File: config.mk
export PLATFORM = sky130hd
export DESIGN_NAME = shift_serializer_flat
export DESIGN_NICKNAME = d
export VERILOG_FILES = /design/src/rtl/shift_serializer_if.sv /design/src/rtl/shift_serializer.sv /design/src/flat_wrapper.sv
export SDC_FILE = /design/constraint.sdc
export NUM_CORES = 1
export LEC_CHECK = 0
export CAP_MARGIN = 15
export CORE_ASPECT_RATIO = 1.25
export CORE_MARGIN = 4
export CORE_UTILIZATION = 54
export CTS_CLUSTER_SIZE = 20
export DETAILED_ROUTE_END_ITERATION = 12
export HOLD_SLACK_MARGIN = 0.06
export PLACE_DENSITY_LB_ADDON = 0.3
export SETUP_SLACK_MARGIN = 0.4
export SYNTH_ARGS = -nofsm -noshare
export SYNTH_HDL_FRONTEND = slang
export SYNTH_SLANG_ARGS = --single-unit
File: constraint.sdc
create_clock -name clk -period 1.9 [get_ports clk]
set_input_delay 0.285 -clock clk [delete_from_list [all_inputs] [get_ports clk]]
set_output_delay 0.285 -clock clk [all_outputs]
set_load 0.005 [all_outputs]
File: src/rtl/shift_serializer_if.sv
// Load-side handshake between the word producer and the serializer.
interface shift_serializer_if #(
  parameter int WIDTH = 16
);
  logic             load_valid;
  logic [WIDTH-1:0] load_data;
  logic             load_ready;

  modport master (output load_valid, output load_data, input load_ready);
  modport slave  (input load_valid, input load_data, output load_ready);
endinterface

File: src/rtl/shift_serializer.sv
// Parallel-to-serial output stage: 1-entry word buffer feeding a shift register,
// one bit per shift_parse cycle, with completion/underrun/truncation pulses.
module shift_serializer #(
  parameter int WIDTH     = 16,
  parameter bit MSB_FIRST = 1'b1
) (
  input  logic              clk,
  input  logic              rst_n,
  shift_serializer_if.slave ld,
  input  logic              shift_parse,
  output logic              ser_out,
  output logic              ser_valid,
  output logic              busy,
  output logic              word_done,
  output logic              underrun,
  output logic              frame_err
);
  localparam int CW = $clog2(WIDTH);
  localparam logic [CW-1:0] LAST = CW'(WIDTH - 1);

  typedef enum logic [1:0] {IDLE, SHIFT, SKIP} state_e;

  state_e           state_q, state_d;
  logic [WIDTH-1:0] word_buf_q, word_buf_d;
  logic             buf_full_q, buf_full_d;
  logic [WIDTH-1:0] shift_q, shift_d;
  logic [CW-1:0]    bit_cnt_q, bit_cnt_d;
  logic             ser_out_q, ser_out_d;
  logic             ser_valid_q, ser_valid_d;
  logic             word_done_q, word_done_d;
  logic             underrun_q, underrun_d;
  logic             frame_err_q, frame_err_d;

  logic             buf_pop;
  logic             buf_wr;
  logic [CW-1:0]    cnt_inc;

  // Same-cycle consume lets a waiting word land in the slot being popped.
  always_comb begin
    buf_pop       = (state_q == IDLE) && shift_parse && buf_full_q;
    ld.load_ready = !buf_full_q || buf_pop;
    buf_wr        = ld.load_valid && ld.load_ready;
    cnt_inc       = bit_cnt_q + 1'b1;
  end

  // State and datapath registers.
  always_ff @(posedge clk or negedge rst_n) begin
    if (!rst_n) begin
      state_q     <= IDLE;
      word_buf_q  <= '0;
      buf_full_q  <= 1'b0;
      shift_q     <= '0;
      bit_cnt_q   <= '0;
      ser_out_q   <= 1'b0;
      ser_valid_q <= 1'b0;
      word_done_q <= 1'b0;
      underrun_q  <= 1'b0;
      frame_err_q <= 1'b0;
    end else begin
      state_q     <= state_d;
      word_buf_q  <= word_buf_d;
      buf_full_q  <= buf_full_d;
      shift_q     <= shift_d;
      bit_cnt_q   <= bit_cnt_d;
      ser_out_q   <= ser_out_d;
      ser_valid_q <= ser_valid_d;
      word_done_q <= word_done_d;
      underrun_q  <= underrun_d;
      frame_err_q <= frame_err_d;
    end
  end

  // Next state: a window ends after its last bit, so a back-to-back window
  // is picked up by the IDLE rule on the following cycle.
  always_comb begin
    state_d = state_q;
    unique case (state_q)
      IDLE:        if (shift_parse) state_d = buf_full_q ? SHIFT : SKIP;
      SHIFT, SKIP: if (!shift_parse || cnt_inc == LAST) state_d = IDLE;
      default:     state_d = IDLE;
    endcase
  end

  // Datapath and registered outputs; the first bit leaves on the window-start
  // cycle so it lags the first shift_parse-high cycle by one clock.
  always_comb begin
    word_buf_d  = word_buf_q;
    buf_full_d  = buf_full_q;
    shift_d     = shift_q;
    bit_cnt_d   = bit_cnt_q;
    ser_out_d   = 1'b0;
    ser_valid_d = 1'b0;
    word_done_d = 1'b0;
    underrun_d  = 1'b0;
    frame_err_d = 1'b0;

    unique case (state_q)
      IDLE: begin
        if (shift_parse) begin
          bit_cnt_d = '0;
          if (buf_full_q) begin
            ser_valid_d = 1'b1;
            if (MSB_FIRST) begin
              ser_out_d = word_buf_q[WIDTH-1];
              shift_d   = word_buf_q << 1;
            end else begin
              ser_out_d = word_buf_q[0];
              shift_d   = word_buf_q >> 1;
            end
          end else begin
            underrun_d = 1'b1;
          end
        end
      end
      SHIFT: begin
        if (shift_parse) begin
          ser_valid_d = 1'b1;
          bit_cnt_d   = cnt_inc;
          word_done_d = (cnt_inc == LAST);
          if (MSB_FIRST) begin
            ser_out_d = shift_q[WIDTH-1];
            shift_d   = shift_q << 1;
          end else begin
            ser_out_d = shift_q[0];
            shift_d   = shift_q >> 1;
          end
        end else begin
          frame_err_d = 1'b1;
        end
      end
      SKIP: begin
        if (shift_parse) bit_cnt_d = cnt_inc;
      end
      default: ;
    endcase

    if (buf_wr) begin
      word_buf_d = ld.load_data;
      buf_full_d = 1'b1;
    end else if (buf_pop) begin
      buf_full_d = 1'b0;
    end
  end

  // Output ports map straight onto the registered state.
  always_comb begin
    ser_out   = ser_out_q;
    ser_valid = ser_valid_q;
    busy      = (state_q != IDLE);
    word_done = word_done_q;
    underrun  = underrun_q;
    frame_err = frame_err_q;
  end
endmodule

File: src/flat_wrapper.sv
// flat-port wrapper written by rule: the top's interface ports become plain ports
module shift_serializer_flat 
#(
  parameter int WIDTH     = 16,
  parameter bit MSB_FIRST = 1'b1
)
  (clk, rst_n, shift_parse, ser_out, ser_valid, busy, word_done, underrun, frame_err, ld_load_valid, ld_load_data, ld_load_ready);
  shift_serializer_if #(.WIDTH(WIDTH)) ld_i ();
  input  logic clk;
  input  logic rst_n;
  input  logic shift_parse;
  output logic ser_out;
  output logic ser_valid;
  output logic busy;
  output logic word_done;
  output logic underrun;
  output logic frame_err;
  input wire logic [$bits(ld_i.load_valid)-1:0] ld_load_valid;
  input wire logic [$bits(ld_i.load_data)-1:0] ld_load_data;
  output wire logic [$bits(ld_i.load_ready)-1:0] ld_load_ready;
  assign ld_i.load_valid = ld_load_valid;
  assign ld_i.load_data = ld_load_data;
  assign ld_load_ready = ld_i.load_ready;
  shift_serializer #(.WIDTH(WIDTH), .MSB_FIRST(MSB_FIRST)) u_core (.clk(clk), .rst_n(rst_n), .ld(ld_i), .shift_parse(shift_parse), .ser_out(ser_out), .ser_valid(ser_valid), .busy(busy), .word_done(word_done), .underrun(underrun), .frame_err(frame_err));
endmodule
==> qor.yml, run 1 <==
run_status:
  status: "finished, final reports clean"
power_and_ir_drop:
  p_total_w: 0.00407
  p_int_w: 0.00266
  ir_worst_vdd_mv: 1.07
  p_sw_w: 0.00141
  clkPwrFrac_pct: 15.7
  leakage_nw: 1.15
  p_seq_share_pct: 38.1
  power_density_nw_per_um2: 1560
  pwr-share-comb_pct: 46.2
  switching_share_pct: 34.7
global_route:
  antenna_found_initial: 0
  grt_pass1_vias: 1448
  track_usage_pct: 20.0
  grt_pass1_wl_mm: 6.61
  grt_start_max_net_pins: 23
  grt-ovfl-total: 0
timing:
  fmax_mhz: 627
  finalClockSkew_ps: 12.8
  hold_viol_final: 0
  rsz0062_at_grt: "yes"
  tns_ps: 0
  setup_violations: 0
  maxSlewViolCount: 0
  relSlewSlack_pct: 63.5
  fin_crit_sh_pct: 83.9
  fin_crit_ps: 1590
  tightest_slew_ps: 542
  layout_setup_ws_ps: 305
clock_network:
  cts_tree: "yes"
  clock-sinks: 43
  clkTransAtPathRegs_ps: 90
  htree_levels: 2
  numCtsBuffers: 5
  cts.path.max_buffers: 2
  cts-root-buf: "clkbuf_8"
  clk_latency_ps: 300
die:
  rows: 24
  initial_core_util_pct: 56.2
  die_w_um: 61.9
  die_h_um: 75.3
  io_pins: 27
  fp.dieArea_um2: 4660
  coreArea_um2: 3480
cells_and_area:
  mostFrequentLayoutCells: "41 x dfrtp_1, 27 x nand2_1, 23 x clkdlybuf4s50_1"
  fin_util_pct: 74.9
  seqCellArea_um2: 1080
  layout-drive-gt1-share_pct: 25.8
  syn2layout_area_growth_pct: 33.1
  final_nets: 236
  fill_cells: 229
  mostFrequentLayoutCell: "dfrtp_1"
  diodes: 0
  multi_input_area_um2: 930
yosys:
  yosys_warnings: 0
  yosysTopAreaCell: "dfrtp_1"
  ys_seq_area_share_pct: 54.9
  yosysTopAreaCellShare_pct: 54.9
  syn-mean-instance-area_um2: 11.7
  synth_cells: 167
  async_flop_share_pct: 100
  ys_types: 30
  synth_ff_type: "dfrtp_1"
  synthesis.nets: 191
  synth_area_leaders: "dfrtp_1 55%, mux2_4 7.7%, mux2i_1 7.2%, nand2_1 5.4%, mux2_1 3.4%"
  synth-edff-count: 0
  netlist_area_um2: 1960
  synth-seq-cells: 43
setup_path:
  worstSetupStartpointType: "register"
  cp-end-kind: "output port"
  critPathArrivalTime_ps: 1310
  worstRegToRegCells: 7
  critical_path_peak_fanout: 4
  cp.required_ps: 1620
  worstSetupPathType: "register to output port"
detailed_routing:
  via_count: 1418
  dr.pass1.iters: 4
  drtIter0Drc: 74
  wl_mm: 4.15
  vias_per_cell: 5.63
  ant_nets: 0
  wl_per_cell_um: 16.4
  drc: 0
worst_hold_path:
  hold_path.class: "input pin to async pin"
place:
  dp_slack_ps: -112
  post-dp-hpwl_mm: 2.49
  numPortBuffers: 26
  gp_congestion: 0.855
run:
  maxCapViolations: 0
power by group through the flow:
stage	combinational [W]	sequential (W)	clock [W]
2_1_floorplan	0.00104	0.00150	0
5_1_grt	0.00205	0.00159	0.000704
3_3_place_gp	0.00134	0.00155	0
3_5_place_dp	0.00141	0.00156	0
4_1_cts	0.00171	0.00154	0.000653
6_report	0.00188	0.00155	0.000639
what timing repair did:
action                     CTS  global route
hold buffers                 1             0
gates resized for setup     21            19
buffers inserted            10             1
pin swaps                    6             4
setup endpoints to repair   38            37
hold endpoints to repair    20             0
gates cloned                 1             0
critical path, cell delays in order (launching register included):
cell and delay [ps]:
dfrtp_1 400, inv_2 60, ha_4 160, buf_6 120, nand2_4 60, nand2_4 70
buf_6 130
synth_stat cells (2+ instances only):
master	number
nand2_1	28
o21ai_1	11
nand2b_1	4
nor2b_1	2
inv_1	5
and2_1	3
mux2i_1	14
nand3b_1	2
a22o_1	2
ha_1	4
nor2_1	2
o21ai_0	11
dfrtp_1	43
mux2_1	6
mux2_4	10
buf_2	5
o211ai_1	2
logic make-up (layout without fill, tap and decap cells):
group | Yosys count | in the layout | share of synthesized area (%)
AOI/OAI and AO/OA | 32 | 33 | 9.96
adders and majority gates | 4 | 4 | 2.55
buffers and inverters | 12 | 57 | 3.00
DFF | 43 | 43 | 54.9
muxes | 30 | 30 | 18.3
and+or+nand+nor | 46 | 46 | 11.3
sequential cells by signal (all words and copies together), names as in the netlist:
name	count
u_core.frame_err	1
u_core.buf_full_q	1
u_core.bit_cnt_q	4
u_core.shift_q	15
u_core.word_buf_q	16
u_core.underrun	1
u_core.ser_valid	1
u_core.state_q	2
u_core.ser_out	1
u_core.word_done	1
worst paths after layout:
path / startpoint / end / slack (ps)
worst max-delay path: u_core.state_q[0] / ld_load_ready / 310
worst min-delay path: rst_n / u_core.frame_err / 470
worst max register to register: u_core.state_q[0] / u_core.word_buf_q[6] / 360
worst min register to register: u_core.shift_q[9] / u_core.shift_q[9] / 490
max in group asynchronous: rst_n / u_core.word_buf_q[6] / 860
min in group clk: u_core.shift_q[9] / u_core.shift_q[9] / 490
metrics by stage:
stage          instance area [um2]  instances  hold WS [ps]
2_1_floorplan                 1970        167         -10.6
3_3_place_gp                  2270        231           267
3_5_place_dp                  2270        231           279
4_1_cts                       2530        251           490
5_1_grt                       2610        252           510
6_report                      2610        252           472
cell type report:
cell class | count | area share [%]
Tap cell | 39 | 1.87
Timing Repair Buffer | 44 | 16.4
Sequential cell | 43 | 41.4
Inverter | 5 | 0.720
Clock inverter | 1 | 0.288
Clock buffer | 7 | 3.69
Multi-Input combinational cell | 113 | 35.7
metal layers:
metal,vias to the layer above,routed length [um],track usage [%]
met1,693,1640,23.5
met3,13,200,4.92
met2,46,2200,34.3
met5,-,0,0
li1,666,-,-
met4,0,109,8.25
No activity file was read; power rests on OpenSTA's default activity.
==> run 2: changes to the inputs <==
--- a/config.mk
+++ b/config.mk
@@ -8,7 +8,7 @@
 export CAP_MARGIN = 15
 export CORE_ASPECT_RATIO = 1.25
 export CORE_MARGIN = 4
-export CORE_UTILIZATION = 54
+export CORE_UTILIZATION = 48
 export CTS_CLUSTER_SIZE = 20
 export DETAILED_ROUTE_END_ITERATION = 12
 export HOLD_SLACK_MARGIN = 0.06
==> constraint.sdc (replaced) <==
create_clock -name clk -period 1.3 [get_ports clk]
set_input_delay 0.195 -clock clk [delete_from_list [all_inputs] [get_ports clk]]
set_output_delay 0.195 -clock clk [all_outputs]
set_load 0.005 [all_outputs]
==> qor.yml, run 2 (synthesis results as in run 1) <==
cells_and_area:
  mostFrequentLayoutCell: "dfrtp_1"
  fin_area_um2: 2960  # +14%
  largest_reg_flops: 16  # unchanged
  syn2layout_area_growth_pct: 51.1
  mostFrequentLayoutCells: "41 x dfrtp_1, 18 x clkdlybuf4s50_1, 15 x mux2_4, 15 x buf_4"
  largestRegisters: "u_core.word_buf_q (16), u_core.shift_q (15), u_core.bit_cnt_q (4)"
  diodes: 0  # unchanged
  final_nets: 248  # +5.1%
  layout-drive-gt1-share_pct: 50.2  # +24 points
  top_register: "u_core.word_buf_q"
worst_hold_path:
  hold_path.class: "input pin to async pin"
power_and_ir_drop:
  p_seq_share_pct: 33.3  # -4.8 points
  leakage_nw: 1.33  # +15%
  pwr-share-comb_pct: 55.6  # +9.4 points
  clkPwrFrac_pct: 11.1  # -4.6 points
  p_int_w: 0.00455  # +71%
  switching_share_pct: 36.5  # +1.8 points
  p_sw_w: 0.00262  # +85%
  p_total_w: 0.00716  # +76%
  power_density_nw_per_um2: 2420  # +55%
  ir_worst_vdd_mv: 1.26  # +17%
timing:
  holdWs_ps: 403  # -68.8 ps
  tightest_slew_ps: 459  # -83.2 ps
  tns_ps: -9960  # -9960 ps
  fmax_mhz: 612
  finalClockSkew_ps: 6.38  # -6.41 ps
  rsz0062_at_grt: "yes"
  layout_setup_ws_ps: -333  # -638 ps
  relSlewSlack_pct: 69.3  # +5.8 points
  fin_crit_ps: 1630
  setup_violations: 42  # +42
  hold_viol_final: 0  # unchanged
  maxSlewViolCount: 0  # unchanged
  fin_crit_sh_pct: 126
run:
  maxCapViolations: 0  # unchanged
setup_path:
  critPathArrivalTime_ps: 1860  # +550 ps
  crit_top_cell: "buf_6"
  crit_start: "u_core.state_q[1]"
  cpMaxStageDelayCell: "dfrtp_1"
  reg2reg_slack_ps: -330  # -690 ps
  rr_endpoint: "u_core.shift_q[14]"
  cp_cell_sequence: "inv_2, ha_4, buf_6, buf_6, and2_4, o21ai_4, buf_12, buf_16, nand2_2, o21ai_2"
  cp-end-kind: "register"
  timing.rr.start: "u_core.state_q[1]"
  critical_path_peak_fanout: 8  # +4
  cpPeakStageDelay_ps: 390  # about the same
  critPathBufInv: 5  # +2
  cp.required_ps: 1530  # -90 ps
  worstRegToRegCells: 10  # +3
  worstSetupPathType: "register to register"
  critPathTopFamily: "buffers and inverters"
  worstSetupStartpointType: "register"
die:
  die_h_um: 79.4  # +5.4%
  fp.dieArea_um2: 5170  # +11%
  initial_core_util_pct: 50.9  # -5.3 points
  rows: 25  # +4.2%
  die_w_um: 65.1  # +5.3%
  io_pins: 27  # unchanged
  coreArea_um2: 3850  # +10%
global_route:
  grt_pass1_wl_mm: 7.06  # +6.8%
  grt_pass1_vias: 1532  # +5.8%
  grt-ovfl-total: 0  # unchanged
  grt_start_max_net_pins: 44  # +91%
  antenna_found_initial: 0  # unchanged
  track_usage_pct: 18.0  # -2.0 points
clock_network:
  cts_tree: "yes"
  cts-root-buf: "clkbuf_8"
  clkTransAtPathRegs_ps: 80  # about the same
  numCtsBuffers: 5  # unchanged
  cts.path.max_buffers: 2  # unchanged
  clock-sinks: 43  # unchanged
  clk_latency_ps: 300  # about the same
  htree_levels: 2  # unchanged
detailed_routing:
  drc: 0  # unchanged
  drtIter0Drc: 137  # +85%
  vias_per_cell: 5.32  # -5.5%
  wl_per_cell_um: 18.0  # +9.5%
  ant_nets: 0  # unchanged
  wl_mm: 4.99  # +20%
  dr.pass1.iters: 4  # unchanged
  via_count: 1473  # +3.9%
place:
  post-dp-hpwl_mm: 2.48  # -0.65%
  dp_slack_ps: -273  # -161 ps
  placed_cell_area_um2: 2380  # +4.6%
  numPortBuffers: 26  # unchanged
  gp_congestion: 0.764  # -11%
run_status:
  status: "complete, but fails checks"
  violations: "negative setup slack"
==> run 2: worst max-delay path by stage <==
stage          cells after the start               endpoint  slack, ps
2_1_floorplan                      7   u_core.word_buf_q[0]        -90
3_3_place_gp                       4          ld_load_ready       -260
3_5_place_dp                       5  u_core.word_buf_q[10]       -270
4_1_cts                           10     u_core.shift_q[15]       -290
6_report                          10     u_core.shift_q[14]       -330
5_1_grt                           10     u_core.shift_q[14]       -380
==> run 2: repair_timing <==
action	CTS	global route
setup endpoints to repair	50	50
hold buffers	1	0
pin swaps	9	20
setup buffers	10	6
endpoints found under the hold margin	43	0
cloned	2	3
gates resized for setup	61	48
==> run 2: final cells by class <==
type / instances / area, um2
clock buffers: 6 / 72.6
fillers: 237 / 886
inverters: 5 / 21.3
multi-input cells: 113 / 1110
flip-flops and latches: 43 / 1080
well taps: 54 / 67.6
repair buffers: 56 / 611
==> run 2: stage by stage <==
stage,util (%),std cells
floorplan,-,167
global placement,61.8,249
detailed placement,61.8,249
CTS,69.3,268
global route,77.0,277
finish,77.0,277
==> run 2: power by group through the flow <==
stage          clock network (W)  registers, W  logic [W]
2_1_floorplan                  0       0.00220    0.00173
3_3_place_gp                   0       0.00226    0.00223
3_5_place_dp                   0       0.00231    0.00230
4_1_cts                 0.000812       0.00229    0.00309
5_1_grt                 0.000882       0.00245    0.00427
6_report                0.000796       0.00238    0.00398
==> run 2: tightest hold or removal path, cell delays in order <==
cell and delay (ps):
dlygate4sd3_1 530, buf_2 120, buf_12 230
==> run 2: metal layers <==
layer,global-route usage (%),part of all wire (%),vias up
met4,6.22,1.7,0
li1,-,-,688
met3,4.93,3.6,8
met5,0,0,-
met2,31.6,55,36
met1,20.9,40,741
